===== src/rtl/alu_pkg.sv =====
// alu_pkg: opcode encodings, FSM states and constants shared by the decoder and seq_alu.
package alu_pkg;
    localparam logic [4:0] ALU_ADD   = 5'b00000;
    localparam logic [4:0] ALU_SUB   = 5'b00001;
    localparam logic [4:0] ALU_AND   = 5'b00011;
    localparam logic [4:0] ALU_OR    = 5'b00100;
    localparam logic [4:0] ALU_XOR   = 5'b00101;
    localparam logic [4:0] ALU_SLT   = 5'b00110;
    localparam logic [4:0] ALU_BEQ   = 5'b00111;
    localparam logic [4:0] ALU_SLL   = 5'b01000;
    localparam logic [4:0] ALU_SLTU  = 5'b01001;
    localparam logic [4:0] ALU_SRL   = 5'b01010;
    localparam logic [4:0] ALU_SRA   = 5'b01011;
    localparam logic [4:0] ALU_LUI   = 5'b01100;
    localparam logic [4:0] ALU_AUIPC = 5'b01101;
    localparam logic [4:0] ALU_BNE   = 5'b01110;
    localparam logic [4:0] ALU_BGE   = 5'b01111;
    localparam logic [4:0] ALU_BGEU  = 5'b10000;
    localparam logic [4:0] ALU_JALR  = 5'b10001;
    localparam logic [4:0] ALU_JAL   = 5'b10010;
    localparam int PC_INC = 4;
    typedef enum logic [1:0] {IDLE, SHIFT, DONE} state_t;
    typedef enum logic [1:0] {SH_L, SH_RL, SH_RA} shdir_t;
endpackage


===== src/rtl/seq_shifter.sv =====
// seq_shifter: one-bit-per-cycle shifter; the first step is taken on start so an n-bit shift costs n cycles.
module seq_shifter
    import alu_pkg::*;
#(
    parameter int XLEN = 32,
    localparam int SHW = $clog2(XLEN)
) (
    input  logic            clk,
    input  logic            rst_n,
    input  logic            flush,
    input  logic            start,
    input  logic [1:0]      dir,
    input  logic [XLEN-1:0] a,
    input  logic [SHW-1:0]  shamt,
    output logic [XLEN-1:0] first,
    output logic [XLEN-1:0] nxt,
    output logic            last
);
    logic [XLEN-1:0] work;
    logic [SHW-1:0]  cnt;
    logic [1:0]      kind;

    function automatic logic [XLEN-1:0] step(input logic [XLEN-1:0] v, input logic [1:0] k);
        return k == SH_L ? {v[XLEN-2:0], 1'b0} : {k == SH_RA && v[XLEN-1], v[XLEN-1:1]};
    endfunction

    assign first = step(a, dir);
    assign nxt   = step(work, kind);
    assign last  = cnt == SHW'(1);

    always_ff @(posedge clk or negedge rst_n)
        if (!rst_n) begin
            work <= '0;
            cnt  <= '0;
            kind <= '0;
        end else if (flush) begin
            cnt <= '0;
        end else if (start) begin
            work <= first;
            cnt  <= shamt - SHW'(1);
            kind <= dir;
        end else if (cnt != '0) begin
            work <= nxt;
            cnt  <= cnt - SHW'(1);
        end
endmodule


===== src/rtl/seq_alu.sv =====
// seq_alu: multi-cycle execute unit; single-cycle ops register in one cycle, shifts iterate in seq_shifter.
module seq_alu
    import alu_pkg::*;
#(
    parameter int XLEN = 32
) (
    input  logic            clk,
    input  logic            rst_n,
    input  logic            flush,
    input  logic            in_valid,
    output logic            in_ready,
    input  logic [4:0]      alu_control,
    input  logic [XLEN-1:0] op_a,
    input  logic [XLEN-1:0] op_b,
    input  logic [XLEN-1:0] pc,
    output logic            out_valid,
    input  logic            out_ready,
    output logic [XLEN-1:0] result,
    output logic            branch_taken,
    output logic            illegal_op
);
    localparam int SHW = $clog2(XLEN);

    state_t          state;
    logic [XLEN-1:0] res, first, nxt;
    logic [SHW-1:0]  shamt;
    logic [1:0]      dir;
    logic            tk, ill, last, is_shift, start;

    assign shamt     = op_b[SHW-1:0];
    assign is_shift  = alu_control inside {ALU_SLL, ALU_SRL, ALU_SRA};
    assign dir       = alu_control == ALU_SLL ? SH_L : alu_control == ALU_SRL ? SH_RL : SH_RA;
    assign start     = state == IDLE && in_valid && !flush && is_shift && shamt > SHW'(1);
    assign in_ready  = state == IDLE;
    assign out_valid = state == DONE;

    seq_shifter #(.XLEN(XLEN)) u_shifter (
        .clk(clk), .rst_n(rst_n), .flush(flush), .start(start), .dir(dir),
        .a(op_a), .shamt(shamt), .first(first), .nxt(nxt), .last(last)
    );

    // Shifts of 0 or 1 bit finish here without visiting SHIFT.
    always_comb begin
        res = '0;
        tk  = 1'b0;
        ill = 1'b0;
        case (alu_control)
            ALU_ADD:   res = op_a + op_b;
            ALU_SUB:   res = op_a - op_b;
            ALU_AND:   res = op_a & op_b;
            ALU_OR:    res = op_a | op_b;
            ALU_XOR:   res = op_a ^ op_b;
            ALU_SLT:   begin tk = $signed(op_a) < $signed(op_b); res = {{XLEN-1{1'b0}}, tk}; end
            ALU_SLTU:  begin tk = op_a < op_b; res = {{XLEN-1{1'b0}}, tk}; end
            ALU_BEQ:   begin tk = op_a == op_b; res = op_a - op_b; end
            ALU_BNE:   begin tk = op_a != op_b; res = {{XLEN-1{1'b0}}, tk}; end
            ALU_BGE:   begin tk = $signed(op_a) >= $signed(op_b); res = {{XLEN-1{1'b0}}, tk}; end
            ALU_BGEU:  begin tk = op_a >= op_b; res = {{XLEN-1{1'b0}}, tk}; end
            ALU_SLL, ALU_SRL, ALU_SRA: res = shamt == '0 ? op_a : first;
            ALU_LUI:   res = op_b;
            ALU_AUIPC: res = pc + op_b;
            ALU_JALR, ALU_JAL: begin tk = 1'b1; res = pc + XLEN'(PC_INC); end
            default:   ill = 1'b1;
        endcase
    end

    always_ff @(posedge clk or negedge rst_n)
        if (!rst_n) begin
            state        <= IDLE;
            result       <= '0;
            branch_taken <= 1'b0;
            illegal_op   <= 1'b0;
        end else if (flush) begin
            state <= IDLE;
        end else begin
            case (state)
                IDLE: if (in_valid) begin
                    if (start) begin
                        state <= SHIFT;
                    end else begin
                        result       <= res;
                        branch_taken <= tk;
                        illegal_op   <= ill;
                        state        <= DONE;
                    end
                end
                SHIFT: if (last) begin
                    result       <= nxt;
                    branch_taken <= 1'b0;
                    illegal_op   <= 1'b0;
                    state        <= DONE;
                end
                default: if (out_ready) state <= IDLE;
            endcase
        end
endmodule


===== config.mk =====
export PLATFORM = sky130hd
export DESIGN_NAME = seq_alu
export DESIGN_NICKNAME = d
export VERILOG_FILES = /design/src/rtl/alu_pkg.sv /design/src/rtl/seq_shifter.sv /design/src/rtl/seq_alu.sv
export SDC_FILE = /design/constraint.sdc
export NUM_CORES = 1
export LEC_CHECK = 0
export CORE_ASPECT_RATIO = 0.9
export CORE_MARGIN = 1
export CORE_UTILIZATION = 53
export CTS_CLUSTER_SIZE = 12
export DETAILED_ROUTE_END_ITERATION = 16
export PLACE_DENSITY = 0.84
export SLEW_MARGIN = 0
export SYNTH_ARGS = -nofsm -noshare
export SYNTH_HDL_FRONTEND = slang
export SYNTH_SLANG_ARGS = --single-unit

===== constraint.sdc =====
create_clock -name clk -period 2.45 [get_ports clk]
set_clock_uncertainty 0.1 [all_clocks]
set_input_delay 0.6125 -clock clk [delete_from_list [all_inputs] [get_ports clk]]
set_output_delay 0.6125 -clock clk [all_outputs]
set_load 0.01 [all_outputs]

==> impl_metrics.tcl, run 1 <==
set metrics [dict create \
    clk_path_buf_depth 2 \
    num_rows 51 \
    dieHeight_microns 144.1 \
    track_usage_pct 98.32 \
    grt.overflow.total 1226 \
    yosys.area_share.simple_pct 20.44 \
    start_util_pct 54.46 \
    io-pin-count 142 \
    syn-instance-count 1643 \
    cts_hold_buffers 0 \
    synth_adder_area_share_pct 15.08 \
    ys_ff_latch 75 \
    synth_top_family_by_area "compound AO/OA/AOI/OAI gates" \
    synth_area_sq_um 11890 \
    ctsRootBufferMaster "clkbuf_16" \
    grt_first_pass_wirelength_microns 171700 \
    stop_stage "5_1_grt" \
    yosys.area.top_type "dfrtp_1" \
    place_ws_ns -1.961 \
    status "stopped before the end" \
    globalplace.congestion 1.189 \
    synthDominantCellAreaShare_pct 15.79 \
    synth_edf_count 0 \
    numCtsBuffers 9 \
    yosysSeqAreaShare_pct 15.79 \
    portBuffers 141 \
    tool.error "[ERROR GRT-0116] Global routing finished with congestion. Check the congestion regions in the DRC Viewer." \
    ys.flop_type "dfrtp_1" \
    synth_warnings 0 \
    synth_nets 1891 \
    async_flop_share_pct 100.0 \
    die_x_microns 159.9 \
    muxShareOfSynthArea_pct 7.348 \
    synth-xor-area-share_pct 5.748 \
    cts_num_sinks 75 \
    yosysUniqueCellTypes 76 \
    place_inst 2544 \
    htreeDepth 3 \
    grt_start_max_net_pins 41 \
    syn_area_per_cell_sq_um 7.234 \
    synth_compound_area_share_pct 29.06 \
    grt_pass1_vias 25640 \
    dpl.hpwl_microns 48810 \
    synth_area_leaders "dfrtp_1, ha_1, a21oi_1" \
]
[per-layer routing]
metal  GRT overflow  GRT usage (%)
met4            299          105.8
met2            805          117.1
met1             52          91.15
met5              5          76.41
met3             65          85.12
[synthesized netlist by cell type (10+ instances only)]
cell type / count
nand2_1: 177
nor2_1: 150
a21oi_1: 140
ha_1: 140
o21ai_0: 118
inv_1: 106
clkbuf_1: 75
dfrtp_1: 75
mux2i_1: 49
xnor2_1: 49
nor3_1: 39
o21ai_1: 38
nand3_1: 31
xor2_1: 29
a221oi_1: 27
mux2_2: 25
a22oi_1: 22
a211oi_1: 21
nor2b_1: 21
o211ai_1: 19
and3_1: 17
nand4_1: 17
a31oi_1: 15
nor4_1: 14
a21o_1: 13
nand2b_1: 13
buf_1: 12
o21bai_1: 12
o221ai_1: 11
o2111ai_1: 10
o22ai_1: 10
[metrics by stage]
step	hold WS [ns]	setup TNS (ns)	area, sq um
floorplan	0.2169	-31.42	12150
global placement	0.3614	-84.80	17950
detailed placement	0.3681	-94.72	17950
CTS	0.1205	-42.29	20870
[cells by family after synthesis]
group           Yosys count
simple gates            525
buf+inv                 203
compound gates          537
xor+xnor                 78
mux                      83
flops                    75
fa+ha+maj               142
[what timing repair did]
| item | 4_1_cts |
|---|---|
| gates resized for setup | 397 |
| gates cloned | 12 |
| pin swaps | 132 |
| endpoints found under the setup margin | 75 |
| setup buffers | 79 |
==> run 2: changes to the inputs <==
Settings changed: CORE_ASPECT_RATIO 0.9 to not set, CORE_UTILIZATION 53 to 40, CTS_CLUSTER_SIZE 12 to not set, PLACE_DENSITY 0.84 to not set, PLACE_DENSITY_LB_ADDON set to 0.15.
Clock period 2.45 ns to 3.2 ns, I/O delays scaled along.
==> impl_metrics.tcl, run 2 <==
set metrics [dict create \
    critPathKind "in2reg" \
    tns_ns -12.80 \
    violations "negative setup slack" \
    start_util_pct 41.07 \
    syn_area_per_cell_sq_um 7.234 \
    status "finished with violations" \
    synthTopCellsByCount "nand2_1, nor2_1, a21oi_1, ha_1, o21ai_0" \
    wl_per_cell_microns 23.81 \
    cts_tree "done" \
    grt_pass1_vias 15010 \
    path_max_fanout 7 \
    die_area_sq_um 30410 \
    cp.arrival_ns 4.03 \
    syn-instance-count 1643 \
    globalplace.congestion 1.016 \
    clk_path_buf_depth 2 \
    min_period_ns 3.880 \
    synth_edf_count 0 \
    grt.overflow.total 0 \
    routed_wl_microns 64750 \
    grt_start_max_net_pins 41 \
    power.leakage_nw 9.440 \
    drtIter0Drc 2034 \
    ys_ff_latch 75 \
    portBuffers 141 \
    final_util_pct 70.99 \
    regArea_sq_um 1877 \
    async_flop_share_pct 100.0 \
    synth_warnings 0 \
    syn2layout_area_growth_pct 72.82 \
    end_kind "flop" \
    numCtsBuffers 9 \
    dieHeight_microns 174.4 \
    place_ws_ns -1.607 \
    clk_pin_slew_ns 0.09 \
    yosysSeqAreaShare_pct 15.79 \
    synth_nets 1891 \
    vias 16270 \
    fin_ws_ns -0.6805 \
    synthDominantCellAreaShare_pct 15.79 \
    cts_num_sinks 75 \
    yosysMostFrequentCell "nand2_1" \
    clk_latency_ns 0.36 \
    grt_first_pass_wirelength_microns 92600 \
    io-pin-count 142 \
    synth_area_sq_um 11890 \
    drt-pass1-iter-count 6 \
    setup_viol 29 \
    required_ns 3.35 \
    drv_slew 0 \
    yosys.area.top_type "dfrtp_1" \
    instances_no_fill 2720 \
    nFillCells 2254 \
    pwr_density_cell_nw_per_um2 340.0 \
    grt_setup_unrepaired "yes" \
    place_inst 2653 \
    drc_errors 0 \
    viasPerCell 5.982 \
    worstHoldPathType "in2async" \
    final_common_cell "buf_4" \
    peakVddDrop_mv 0.3454 \
    yosysUniqueCellTypes 76 \
    num_rows 62 \
    synth_area_leaders "dfrtp_1, ha_1, a21oi_1" \
    core_area_sq_um 28940 \
    cts_hold_buffers 0 \
    nNetsFinal 2579 \
    max_freq_ghz 0.2577 \
    die_x_microns 174.4 \
    multi_input_comb_area_sq_um 10920 \
    finalHoldViolations 0 \
    ctsRootBufferMaster "clkbuf_16" \
    track_usage_pct 40.63 \
    htreeDepth 3 \
    mostFrequentLayoutCells "buf_4, nand2_1, nor2_1" \
    drv_cap 0 \
    antenna_found_initial 2 \
    ant_nets 0 \
    dpl.hpwl_microns 50580 \
    worst_pin_slew_ns 0.7887 \
    finalPower_mw 6.984 \
    slew_headroom_pct 47.22 \
    biggestRegsByFlops "result (32), u_shifter.work (32), u_shifter.cnt (5)" \
    finalCritPeriodShare_pct 121.3 \
    ys.flop_type "dfrtp_1" \
    drive_gt1_share_pct 40.43 \
    crit_path_start_kind "input pin" \
]
run 2: cell counts after synthesis:
No cell type changed its count.
run 2: path summary, 6_finish.rpt:
path                                   from            endpoint  slack [ns]  cells after the start
setup / recovery             alu_control[3]          result[29]       -0.68                     18
hold / removal                        rst_n   u_shifter.kind[0]        0.32                      1
setup reg to reg           u_shifter.cnt[2]          result[28]        0.18                     10
hold reg to reg                   result[1]           result[1]        0.37                      2
max in group asynchronous             rst_n  u_shifter.work[12]        1.99                      2
min in group clk                  result[1]           result[1]        0.37                      2
run 2: where the power goes:
part           total (mW)  switching [mW]  internal [mW]
logic                4.27            2.19           2.08
registers            1.49           0.261           1.23
clock network        1.23           0.469          0.762
total                6.98            2.92           4.06
run 2: routing by layer:
layer / share of wire, % / routed length (microns) / up-vias / global-route usage, %
met5: 0.022 / 14 / - / 0
met4: 2.3 / 1460 / 2 / 9.137
met3: 13 / 8573 / 105 / 13.71
met2: 40 / 26070 / 1014 / 56.67
met1: 44 / 28630 / 7803 / 59.17
li1: - / - / 7347 / -
run 2: what timing repair did:
item / CTS / global route
resized for setup: 219 / 201
endpoints found under the setup margin: 72 / 58
pin swaps: 76 / 111
buffers inserted: 35 / 24
cloned: 1 / 0
run 2: layout make-up:
| cell class | instances | share of cell area [%] |
|---|---|---|
| antenna | 1 | 0.01218 |
| clock buffer | 9 | 1.096 |
| clock inverter | 6 | 0.5604 |
| inverter | 106 | 1.961 |
| multi-input combinational | 1366 | 53.17 |
| sequential | 75 | 9.137 |
| tap | 384 | 2.339 |
| timing repair buffer | 773 | 31.73 |
run 2: cells by family after synthesis:
logic type,Yosys count,synth area share (%)
and+or+nand+nor,525,20.44
adders and majority gates,142,15.08
xor gates and xnor gates,78,5.748
buffers and inverters,203,6.537
AOI/OAI and AO/OA,537,29.06
DFF,75,15.79
muxes,83,7.348
run 2: stage by stage:
step / hold slack, ns / cell area (sq um)
detailed placement: 0.3632 / 18110
CTS: 0.3384 / 19630
global placement: 0.3524 / 18110
finish: 0.3244 / 20540
floorplan: 0.3553 / 12060
global route: 0.3605 / 20540
run 2: worst max-delay path: stages:
cell and delay, ns:
buf_6 0.09, nor2b_4 0.12, and3_4 0.24, buf_6 0.15, buf_12 0.13, buf_4 0.14, nand2_1 0.08, o21ai_0 0.11
ha_1 0.36, nand3_2 0.12, nor3_2 0.24, nor3b_4 0.27, o22ai_4 0.13, buf_6 0.16, o41ai_4 0.40, xor2_2 0.15
a21oi_2 0.25, a21oi_2 0.08
Power figures use the tool's default switching activity.
==> run 3: changes to the inputs <==
Settings changed: CAP_MARGIN set to 15, GPL_ROUTABILITY_DRIVEN set to 0.
==> impl_metrics.tcl, run 3 (synthesis results as in run 2) <==
set metrics [dict create \
    clkPwrFrac_pct 14.7 \
    switching_share_pct 41.27 \
    dpl.hpwl_microns 46550 \
    worstHoldPathType "in2async" \
    drtIter0Drc 2036 \
    crit_path_start_kind "input pin" \
    drc_errors 0 \
    syn2layout_area_growth_pct 69.93 \
    crit_top_cell "buf_6" \
    end_kind "flop" \
    status "finished with violations" \
    finalHoldViolations 0 \
    mostFrequentLayoutCells "buf_4, nand2_1, nor2_1" \
    track_usage_pct 37.07 \
    cts_hold_buffers 0 \
    io-pin-count 142 \
    p_int_mw 3.840 \
    vias 16310 \
    worst_path_max_delay_cell "and3_4" \
    nNetsFinal 2566 \
    pwr_density_cell_nw_per_um2 323.7 \
    path_max_fanout 6 \
    drive_gt1_share_pct 38.67 \
    core_area_sq_um 28940 \
    cp.arrival_ns 4.00 \
    peakVddDrop_mv 0.2148 \
    clk_latency_ns 0.33 \
    portBuffers 141 \
    min_period_ns 3.883 \
    setup_viol 28 \
    num_rows 62 \
    fin_area_sq_um 20200 \
    pwr-share-comb_pct 62.9 \
    die_area_sq_um 30410 \
    path_cells "buf_8 -> nor2b_4 -> and3_4 -> buf_6 -> buf_6 -> buf_6 -> nand2_2 -> o21ai_2 -> buf_4 -> ha_4 -> a21o_1 -> or3_1 -> o22a_1 -> a311oi_4 -> o31a_1 -> xnor2_1 -> a221oi_2 -> nor3_1" \
    grt_pass1_vias 15110 \
    critPathKind "in2reg" \
    place_area_sq_um 18130 \
    finalCritPeriodShare_pct 121.4 \
    fin_ws_ns -0.6834 \
    use_met3_pct 10.78 \
    ctsRootBufferMaster "clkbuf_16" \
    grtUsageMet2_pct 51.88 \
    place_inst 2654 \
    grt_first_pass_wirelength_microns 86480 \
    grt_start_max_net_pins 56 \
    required_ns 3.31 \
    slew_headroom_pct 46.08 \
    die_x_microns 174.4 \
    p_switching_mw 2.698 \
    drv_slew 0 \
    power.leakage_nw 9.304 \
    top_usage_layer "met1" \
    cpPeakStageDelay_ns 0.33 \
    path_buf_inv 5 \
    start_util_pct 41.07 \
    pwr-share-seq_pct 22.3 \
    clk_path_buf_depth 2 \
    grt.overflow.total 0 \
    dieHeight_microns 174.4 \
    numCtsBuffers 9 \
    cts_num_sinks 75 \
    instances_no_fill 2707 \
    drv_cap 0 \
    violations "negative setup slack" \
    max_freq_ghz 0.2575 \
    htreeDepth 3 \
    antenna_found_initial 0 \
    wl_per_cell_microns 22.08 \
    routed_wl_microns 59760 \
    cts_tree "done" \
    critical-path-top-delay-family "compound AO/OA/AOI/OAI gates" \
    use_met1_pct 52.23 \
    drt-pass1-iter-count 7 \
    clk_pin_slew_ns 0.05 \
    grt_setup_unrepaired "yes" \
    worst_pin_slew_ns 0.8088 \
    ant_nets 0 \
    biggestRegsByFlops "result (32), u_shifter.work (32), u_shifter.cnt (5)" \
    viasPerCell 6.025 \
    final_common_cell "buf_4" \
]
run 3: worst paths after layout:
check | endpoint | start | depth (start not counted) | slack (ns)
max | result[20] | alu_control[4] | 18 | -0.68
min | u_shifter.kind[1] | rst_n | 1 | 0.35
max reg2reg | result[28] | u_shifter.cnt[2] | 9 | 0.24
min reg2reg | illegal_op | illegal_op | 2 | 0.37
max in group asynchronous | u_shifter.cnt[2] | rst_n | 2 | 2.04
min in group clk | illegal_op | illegal_op | 2 | 0.37
run 3: power groups by stage:
stage | combinational, mW | clock, mW | sequential, mW
4_1_cts | 3.79 | 0.968 | 1.45
6_report | 4.12 | 0.962 | 1.46
3_3_place_gp | 3.50 | 0 | 1.46
2_1_floorplan | 1.79 | 0 | 1.43
3_5_place_dp | 3.57 | 0 | 1.47
5_1_grt | 4.38 | 1.01 | 1.49
run 3: metal layers:
layer	vias to the layer above	share of wire, %
met1	7712	42
met4	0	5.1
met2	1070	40
met3	204	13
li1	7324	-
met5	-	0
run 3: repair_timing:
action,4_1_cts,5_1_grt
gates resized for setup,204,153
setup endpoints to repair,73,57
setup buffers,18,25
gates cloned,1,1
pin swaps,99,103
run 3: stage by stage:
step	TNS (ns)	util [%]	hold WS (ns)	power, mW	worst slack, ns
floorplan	-8.758	-	0.3553	3.224	-0.8287
global placement	-55.50	62.65	0.3483	4.962	-1.284
detailed placement	-59.12	62.65	0.3635	5.038	-1.332
CTS	-9.531	66.62	0.3630	6.214	-0.6285
global route	-13.27	69.79	0.3939	6.883	-0.7334
finish	-11.00	69.80	0.3504	6.538	-0.6834
run 3: cell type report:
class / instances / area (sq um)
clock inverter: 2 / 10.01
clock buffer: 13 / 270.3
inverter: 106 / 400.4
antenna: 1 / 2.502
timing repair buffer: 760 / 6425
multi-input combinational: 1366 / 10730
sequential: 75 / 1877
fill: 2271 / 8738
tap: 384 / 480.5
==> run 4: changes to the inputs <==
Settings changed: REMOVE_ABC_BUFFERS set to 1.
==> impl_metrics.tcl, run 4 (synthesis results as in run 2) <==
set metrics [dict create \
    dpl.hpwl_microns 44850 \
    drt-pass1-iter-count 8 \
    finalPower_mw 6.686 \
    r2r_slack_ns 0.45 \
    ctsRootBufferMaster "clkbuf_16" \
    cts_num_sinks 75 \
    antenna_found_initial 0 \
    final_util_pct 69.56 \
    worst_pin_slew_ns 0.5482 \
    drv_cap 0 \
    htreeDepth 3 \
    drtIter0Drc 2002 \
    pwr_density_cell_nw_per_um2 332.1 \
    crit_top_cell "buf_6" \
    numCtsBuffers 9 \
    clk_latency_ns 0.37 \
    final_common_cell "buf_4" \
    hold_ws_ns 0.3022 \
    violations "negative setup slack" \
    clk_pin_slew_ns 0.07 \
    p_switching_mw 2.820 \
    syn2layout_area_growth_pct 69.36 \
    io-pin-count 142 \
    drive_gt1_share_pct 39.75 \
    finalCritPeriodShare_pct 119.1 \
    nFillCells 2265 \
    min_period_ns 3.810 \
    critPathKind "in2reg" \
    die_area_sq_um 30410 \
    grt_setup_unrepaired "yes" \
    p_int_mw 3.866 \
    crit_path_start_kind "input pin" \
    finalHoldViolations 0 \
    worst_path_max_delay_cell "or4_4" \
    die_x_microns 174.4 \
    grt_start_max_net_pins 41 \
    grt_first_pass_wirelength_microns 88850 \
    nNetsFinal 2566 \
    biggestRegsByFlops "result (32), u_shifter.work (32), u_shifter.cnt (5)" \
    cp.arrival_ns 3.95 \
    viasPerCell 6.083 \
    pwr-share-seq_pct 22.3 \
    switching_share_pct 42.17 \
    drc_errors 0 \
    fin_ws_ns -0.6102 \
    cts_tree "done" \
    peakVddDrop_mv 0.3067 \
    path_cells "buf_6 -> nor2b_4 -> and3_4 -> buf_6 -> buf_6 -> nand2_2 -> o21ai_2 -> ha_1 -> nand2_2 -> a2111oi_4 -> buf_4 -> nor4_4 -> o31ai_4 -> a21oi_2 -> or4_4 -> and4_1 -> o21ai_1 -> a32oi_1" \
    fin_area_sq_um 20130 \
    path_max_fanout 7 \
    routed_wl_microns 59490 \
    cpPeakStageDelay_ns 0.53 \
    track_usage_pct 37.58 \
    wl_per_cell_microns 21.99 \
    setup_viol 23 \
    place_ws_ns -1.664 \
    num_rows 62 \
    dieHeight_microns 174.4 \
    clk_path_buf_depth 2 \
    path_buf_inv 4 \
    required_ns 3.34 \
    diodes 0 \
    max_freq_ghz 0.2625 \
    clkPwrFrac_pct 16.5 \
    slew_headroom_pct 63.46 \
    ant_nets 0 \
    critical-path-top-delay-family "simple AND/OR/NAND/NOR gates" \
    portBuffers 141 \
    pwr-share-comb_pct 61.2 \
    mostFrequentLayoutCells "buf_4, nand2_1, nor2_1" \
    r2r-start "u_shifter.cnt[2]" \
    core_area_sq_um 28940 \
    place_area_sq_um 17820 \
    status "finished with violations" \
    grt.overflow.total 0 \
    start_util_pct 41.07 \
    vias 16460 \
    grt_pass1_vias 16120 \
    worstRegToRegCells 9 \
    drv_slew 0 \
    reg2reg_to "result[28]" \
    end_kind "flop" \
    worstHoldPathType "in2async" \
    power.leakage_nw 9.165 \
]
run 4: routing by layer:
layer / up-vias / GRT usage, % / wire length (microns)
li1: 7342 / - / -
met1: 7806 / 48.17 / 23620
met2: 1048 / 59.31 / 25880
met3: 265 / 7.415 / 6448
met4: 0 / 19.99 / 3549
met5: - / 0 / 0
run 4: what timing repair did:
action,CTS,global route
setup buffers,45,17
hold buffers,0,0
gates cloned,3,0
gates resized for setup,343,114
hold endpoints to repair,0,0
pin swaps,112,66
setup endpoints to repair,44,29
run 4: final cells by class:
cell class	count	area, sq um	area share [%]
flip-flops and latches	75	1877	9.324
inverters	106	407.9	2.026
repair buffers	760	6311	31.35
multi-input cells	1366	10760	53.45
clock buffers	11	242.7	1.206
well taps	384	480.5	2.387
clock inverters	4	51.30	0.2549
run 4: power by group through the flow:
| stage | registers (mW) | clock network [mW] | logic (mW) |
|---|---|---|---|
| 2_1_floorplan | 1.44 | 0 | 1.73 |
| 6_report | 1.49 | 1.11 | 4.09 |
| 5_1_grt | 1.51 | 1.14 | 4.35 |
| 3_5_place_dp | 1.49 | 0 | 3.48 |
| 4_1_cts | 1.47 | 1.10 | 3.81 |
| 3_3_place_gp | 1.48 | 0 | 3.41 |
run 4: how the worst max path moves through the flow:
stage | start | end | cells past startpoint
detailed placement | alu_control[0] | result[30] | 16
global placement | alu_control[3] | result[30] | 17
global route | alu_control[3] | result[30] | 18
finish | alu_control[3] | result[30] | 18
CTS | alu_control[1] | result[28] | 18
floorplan | alu_control[4] | u_shifter.work[12] | 6
run 4: metrics by stage:
stage | std cells | TNS, ns
2_1_floorplan | 1546 | -357.29
3_3_place_gp | 2633 | -46.77
3_5_place_dp | 2633 | -51.75
4_1_cts | 2694 | -5.158
5_1_grt | 2706 | -11.21
6_report | 2706 | -8.925
